--- src/rtl/router_pkg.sv ---
// Shared constants and types for the 1x3 router datapath, address decode and FIFO glue.
package router_pkg;

    localparam int NUM_PORTS = 3;
    localparam int ADDR_W    = 2;
    localparam logic [ADDR_W-1:0] ADDR_INVALID = 2'd3;

    localparam int TIMEOUT_DEFAULT = 30;
    localparam int CNT_W_DEFAULT   = 8;

    typedef logic [ADDR_W-1:0] port_idx_t;

    function automatic logic addr_is_valid(input port_idx_t addr);
        return addr != ADDR_INVALID;
    endfunction

endpackage

--- src/rtl/router_timeout_cnt.sv ---
// Per-port idle watchdog: pulses soft_rst after TIMEOUT consecutive valid-but-unread cycles.
// ROUTER_SYNC_DROP_CNT_EN adds a saturating count of those pulses on drop_cnt.
module router_timeout_cnt
    import router_pkg::*;
#(
    parameter int TIMEOUT = TIMEOUT_DEFAULT,
    parameter int CNT_W   = CNT_W_DEFAULT
) (
    input  logic clk,
    input  logic rst,
    input  logic vld,
    input  logic rd_en,
    output logic soft_rst
`ifdef ROUTER_SYNC_DROP_CNT_EN
    ,
    output logic [CNT_W-1:0] drop_cnt
`endif
);

    localparam logic [CNT_W-1:0] LAST_IDLE = CNT_W'(TIMEOUT - 1);

    logic             w_idle;
    logic             w_fire;
    logic [CNT_W-1:0] r_cnt;
    logic             r_soft_rst;

    assign w_idle = vld & ~rd_en;
    // Fires on the TIMEOUT-th consecutive idle cycle; a read on that cycle cancels it.
    assign w_fire = w_idle && (r_cnt == LAST_IDLE);

    always_ff @(posedge clk) begin
        if (rst) begin
            r_cnt      <= '0;
            r_soft_rst <= 1'b0;
        end else if (!w_idle) begin
            r_cnt      <= '0;
            r_soft_rst <= 1'b0;
        end else if (w_fire) begin
            r_cnt      <= '0;
            r_soft_rst <= 1'b1;
        end else begin
            r_cnt      <= r_cnt + 1'b1;
            r_soft_rst <= 1'b0;
        end
    end

    assign soft_rst = r_soft_rst;

`ifdef ROUTER_SYNC_DROP_CNT_EN
    logic [CNT_W-1:0] r_drop_cnt;

    always_ff @(posedge clk) begin
        if (rst) begin
            r_drop_cnt <= '0;
        end else if (w_fire && (r_drop_cnt != {CNT_W{1'b1}})) begin
            r_drop_cnt <= r_drop_cnt + 1'b1;
        end
    end

    assign drop_cnt = r_drop_cnt;
`endif

endmodule

--- src/rtl/router_sync_ctrl.sv ---
// Router synchronizer: header address latch, FIFO write steering, valid flags and soft resets.
// Optional macro ROUTER_SYNC_DROP_CNT_EN exposes per-port soft-reset counts on drop_cnt.
module router_sync_ctrl
    import router_pkg::*;
#(
    parameter int TIMEOUT = TIMEOUT_DEFAULT,
    parameter int CNT_W   = CNT_W_DEFAULT
) (
    input  logic                  clk,
    input  logic                  rst,
    input  logic                  detect_addr,
    input  logic [ADDR_W-1:0]     din,
    input  logic                  wr_en_req,
    input  logic [NUM_PORTS-1:0]  rd_en,
    input  logic [NUM_PORTS-1:0]  fifo_empty,
    input  logic [NUM_PORTS-1:0]  fifo_full_in,
    output logic [NUM_PORTS-1:0]  write_enb,
    output logic                  fifo_full,
    output logic [NUM_PORTS-1:0]  vld_out,
    output logic [NUM_PORTS-1:0]  soft_rst
`ifdef ROUTER_SYNC_DROP_CNT_EN
    ,
    output logic [NUM_PORTS*CNT_W-1:0] drop_cnt
`endif
);

    port_idx_t r_addr;

    always_ff @(posedge clk) begin
        if (rst) begin
            r_addr <= ADDR_INVALID;
        end else if (detect_addr) begin
            r_addr <= din;
        end
    end

    // Steering uses the registered address, so a same-cycle capture only affects later writes.
    always_comb begin
        write_enb = '0;
        fifo_full = 1'b0;
        if (addr_is_valid(r_addr)) begin
            for (int i = 0; i < NUM_PORTS; i++) begin
                if (r_addr == ADDR_W'(i)) begin
                    write_enb[i] = wr_en_req;
                    fifo_full    = fifo_full_in[i];
                end
            end
        end
    end

    assign vld_out = ~fifo_empty;

    for (genvar g = 0; g < NUM_PORTS; g++) begin : g_port
        router_timeout_cnt #(
            .TIMEOUT (TIMEOUT),
            .CNT_W   (CNT_W)
        ) u_timeout (
            .clk      (clk),
            .rst      (rst),
            .vld      (vld_out[g]),
            .rd_en    (rd_en[g]),
            .soft_rst (soft_rst[g])
`ifdef ROUTER_SYNC_DROP_CNT_EN
            ,
            .drop_cnt (drop_cnt[g*CNT_W +: CNT_W])
`endif
        );
    end

endmodule
--- config.mk ---
export PLATFORM = sky130hd
export DESIGN_NAME = router_sync_ctrl
export DESIGN_NICKNAME = d
export VERILOG_FILES = /design/src/rtl/router_pkg.sv /design/src/rtl/router_timeout_cnt.sv /design/src/rtl/router_sync_ctrl.sv
export SDC_FILE = /design/constraint.sdc
export NUM_CORES = 1
export LEC_CHECK = 0
export BUFFER_PORTS_ARGS = -buffer_cell sky130_fd_sc_hd__buf_2
export CORE_MARGIN = 3
export CORE_UTILIZATION = 58
export CTS_BUF_LIST = sky130_fd_sc_hd__clkbuf_4 sky130_fd_sc_hd__clkbuf_8 sky130_fd_sc_hd__clkbuf_16
export DETAILED_ROUTE_END_ITERATION = 10
export HOLD_SLACK_MARGIN = 0.06
export PLACE_DENSITY = 0.82
export SYNTH_ARGS = -nofsm -noshare
export SYNTH_HDL_FRONTEND = slang
export SYNTH_HIERARCHICAL = 1
export SYNTH_SLANG_ARGS = --single-unit
export TNS_END_PERCENT = 30
--- constraint.sdc ---
create_clock -name clk -period 2.41 [get_ports clk]
set_input_delay 0.482 -clock clk [delete_from_list [all_inputs] [get_ports clk]]
set_output_delay 0.482 -clock clk [all_outputs]
set_load 0.01 [all_outputs]
==> results <==
- The run finished with clean final reports.
- The proportion of synthesized flip-flops having asynchronous set or reset is 0%.
- Wire segments on met3 add up to 193 um in the final route.
- The leakage power summed over all cells is 0.5707 nW.
- STA classifies the critical path startpoint as a register.
- The slowest stage of the critical path belongs to the cell sky130_fd_sc_hd__or4b_1.
- The synthesized netlist devotes 5.587% of its cell area to adder and majority cells.
- The largest fanout on the critical path is 6.
- By area, the combinational part of the netlist is dominated by simple AND/OR/NAND/NOR gates.
- The number of max-slew violations in the final report is 0.
- In the final routed layout, each cell accounts on average for 13.24 um.
- The count of instances resized after the clock tree is built is 0.
- By area the synthesized netlist is led by sky130_fd_sc_hd__dfxtp_1 (43%), sky130_fd_sc_hd__ha_1 (5.6%), sky130_fd_sc_hd__or4b_1 (4.5%).
- The unique cell type count in the Yosys netlist is 27.
- The class of the tightest hold or removal check is primary input to register.
- In this run the cell area measured after placement is 1483 sq um.
- The initial core utilization is 64.54%.
- The area of the die is 2931 sq um.
- Data on the critical path is required at its endpoint by 2.62 ns.
- TritonCTS built the clock tree.
- For this block, wires on met1 add up to 1183 um.
- In this run the top signal layer used is met4.
- The clock tree buffer depth is 2.
- The share of Yosys cell area claimed by the top area cell type is 43.20%.
- The count of nets left with antenna violations once routing finished came out at 0.
- The maximum ir drop on the vdd rail is 0.0004516 V.
- The sum of buffers and inverters on the critical path is 0.
- The startpoint of the worst-slack reg-to-reg timing path is g_port[1].u_timeout/r_cnt[0].
- The number of global-route vias before repair is 1,177.
- The portion of synthesized area spent on multiplexers is 0.7449%.
- The chip height is 54.14 um.
- The global-route total usage across every layer is 21.70%.
- The final core utilization is 74.04%.
- The number of hold buffers added after CTS is 0.
- In this run the mean area of a mapped cell was 8.959 sq um.
- The post-synthesis cell count is 150.
- The number of levels in the clock H-tree is 2.
- The path type of the worst setup path is register to register.
- The total length of routed wires is 2715 um.
- The critical path goes through ha_1, or4b_1, o21ai_0, nor2_1.
- The post-layout minimum cycle time is 1.740 ns.
- The synthesized-area fraction occupied by xor and xnor cells is 1.955%.
- Row generation in the floorplan step produced 16 rows.
- Synthesis produced a netlist with a net count of 171.
- STA classifies the critical path endpoint as a register.
- The worst register-to-register path ends at g_port[1].u_timeout/r_cnt[2].
- The number of top-level design ports is 25.
- The max-capacitance violation count is 0.
- The final hold violation count is 0.
- For the worst-skew pair, the clock arrives at the later sink with an insertion delay of 0.32 ns.
- The net count of the finished layout is 199.
- Setup repair after global routing left no endpoint under its margin.
- The detailed router finished its first iteration with 22 violations.
- The biggest area contributor in the post-synthesis netlist is sky130_fd_sc_hd__dfxtp_1.
- Of the synthesized area, sequential elements account for 43.20%.
- The post-detailed-route via-to-cell ratio is 5.888.
- The number of antenna diodes in the final layout is 0.
- Summing the areas of all and, or, nand and nor instances in the mapped netlist gives 31.47% of the synthesized area.
- The placer's final routability congestion estimate is 0.7885.
- The routed layout has 1,207 vias.
- The area growth from synthesis to layout is 14.71%.
- The worst pin sits at a relative slew slack of 71.33%.
- The core region area is 2082 sq um.
- The timing-limited maximum frequency is 574.9 MHz.
- The transition time at the pin with the least slew margin is 0.4255 ns.
- The pin count of the biggest net entering global routing is 9.
- The first global-routing pass estimated 4554 um of wire.
- The total power consumption of the routed design is 0.0008435 W.
- Across all register-to-register paths, the minimum setup slack is 0.67 ns.
- The arrival time of the worst setup path is 1.95 ns.
- The critical path runs through a total of 4 cells.
- The cell area power density is 547.2 nW/um^2.
- The first TritonRoute pass finished after 4 iterations.
- The final-report setup violation count is 0.
- The most critical setup path has its endpoint at g_port[1].u_timeout/r_cnt[2].
- The final instance area is 1541 sq um.
- The number of enable flip-flop cells after synthesis is 0.
- The ratio of cells with drive above 1 in the final layout is 18.54%.
- The worst path uses 72.18% of the clock period.
- The clock buffer count from CTS is 5.
- Clock tree synthesis found a total of 29 sinks.
- Clock-pin slew was measured on the worst setup and hold paths at 0.09 ns.
- The post-CTS setup repair buffer count is 0.
- The filler cell count in the final layout is 179.
- The number of synthesized register bits is 29.
- Among all cell types in the netlist, the one instantiated most often is sky130_fd_sc_hd__dfxtp_1.
- The delay of the slowest cell on the worst path is 0.52 ns.
- The commonest cells after synthesis are sky130_fd_sc_hd__dfxtp_1 (29), sky130_fd_sc_hd__nand2_1 (15), sky130_fd_sc_hd__inv_1 (9), sky130_fd_sc_hd__nor2_1 (9), sky130_fd_sc_hd__o21ai_0 (9).
- The synthesized area is 1344 sq um.
- The minimum hold slack is 0.3666 ns.
- The first element of the critical path is g_port[1].u_timeout/r_cnt[0].
- In the final timing run, aggregate negative setup slack is 0 ns.
- The count of unresolved DRC violations after routing is 0.
- The category of cells accounting for the largest share of critical-path delay is simple AND/OR/NAND/NOR gates.
- CTS placed an instance of sky130_fd_sc_hd__clkbuf_4 at the clock tree root.
- During placement, the flow inserted port buffers numbering 24.
- The number of antenna violations at the first check in global routing is 0.
- The amount of wire on met2 after detailed routing is 1261 um.
- The primary flip-flop cell chosen by synthesis mapping is sky130_fd_sc_hd__dfxtp_1.
- The depth of the worst register-to-register path is 4.
- The synthesized netlist devotes 13.41% of its cell area to compound gates.
- The floorplan die width is 54.14 um.
- The final clock skew is 0.009713 ns.
- After legalization and detailed placement, the total HPWL measured 2017 um.
- The leftover overflow at the end of global routing is 0.
- The number of warnings issued by yosys is 6.
report_power, final:
part           internal [W]  leakage [nW]  switching, W
Sequential         0.000484         0.235    0.00000718
Clock              0.000149        0.0348      0.000153
Combinational     0.0000254         0.301     0.0000255
layout make-up:
class | instances | area (sq um) | share of cell area (%)
Sequential cell | 29 | 580.6 | 37.66
Multi-Input combinational cell | 109 | 714.4 | 46.35
Clock buffer | 7 | 58.81 | 3.815
Inverter | 9 | 33.78 | 2.192
Timing Repair Buffer | 24 | 120.1 | 7.792
Tap cell | 27 | 33.78 | 2.192
sequential cells by signal, summed over array words and instances (netlist names):
| signal | cells |
|---|---|
| g_port.u_timeout/r_cnt | 24 |
| g_port.u_timeout/soft_rst | 3 |
| r_addr | 2 |
metrics by stage:
stage	cells	setup slack, ns
5_1_grt	205	0.5912
2_1_floorplan	150	0.7430
3_3_place_gp	198	0.6791
3_5_place_dp	198	0.6383
4_1_cts	205	0.7025
6_report	205	0.6704
metal layers:
metal | global-route usage [%] | up-vias
li1 | - | 605
met1 | 21.69 | 548
met2 | 38.05 | 41
met3 | 8.310 | 13
met4 | 12.03 | 0
met5 | 0 | -
placed cells by master, fill, tap and decap left out, types with 3 or more instances in the layout:
cell,instances
sky130_fd_sc_hd__xnor2_1,3
sky130_fd_sc_hd__a31oi_1,6
sky130_fd_sc_hd__nand3b_1,4
sky130_fd_sc_hd__clkbuf_4,6
sky130_fd_sc_hd__nand4b_1,3
sky130_fd_sc_hd__or4b_1,6
sky130_fd_sc_hd__or3_1,3
sky130_fd_sc_hd__buf_2,24
sky130_fd_sc_hd__nor3_1,3
sky130_fd_sc_hd__o211ai_1,6
sky130_fd_sc_hd__or4_1,3
sky130_fd_sc_hd__nand4_1,6
sky130_fd_sc_hd__o21ai_0,9
sky130_fd_sc_hd__ha_1,6
sky130_fd_sc_hd__dfxtp_1,29
sky130_fd_sc_hd__nand2_1,15
sky130_fd_sc_hd__nor3b_1,4
sky130_fd_sc_hd__inv_1,9
sky130_fd_sc_hd__nor2_1,9
sky130_fd_sc_hd__nand2b_1,3
sky130_fd_sc_hd__or3b_1,3
sky130_fd_sc_hd__a21oi_1,6
sky130_fd_sc_hd__nand3_1,3
worst min path at each step:
stage                                       from                           end  slack [ns]  cells after the start
finish                                    din[1]                     r_addr[1]        0.37                      2
CTS                                       din[1]                     r_addr[1]        0.35                      2
global route                              din[0]                     r_addr[0]        0.36                      2
global placement    g_port[2].u_timeout/r_cnt[7]  g_port[2].u_timeout/r_cnt[7]        0.47                      2
detailed placement  g_port[2].u_timeout/r_cnt[0]  g_port[2].u_timeout/r_cnt[0]        0.49                      1
floorplan           g_port[0].u_timeout/r_cnt[0]  g_port[0].u_timeout/r_cnt[0]        0.46                      1
logic make-up (layout without fill, tap and decap cells):
| family | after synthesis | count (layout) |
|---|---|---|
| xor+xnor | 3 | 3 |
| mux | 1 | 1 |
| buf+inv | 12 | 40 |
| compound gates | 30 | 30 |
| simple gates | 69 | 69 |
| flops | 29 | 29 |
| fa+ha+maj | 6 | 6 |
Power figures use the tool's default switching activity.
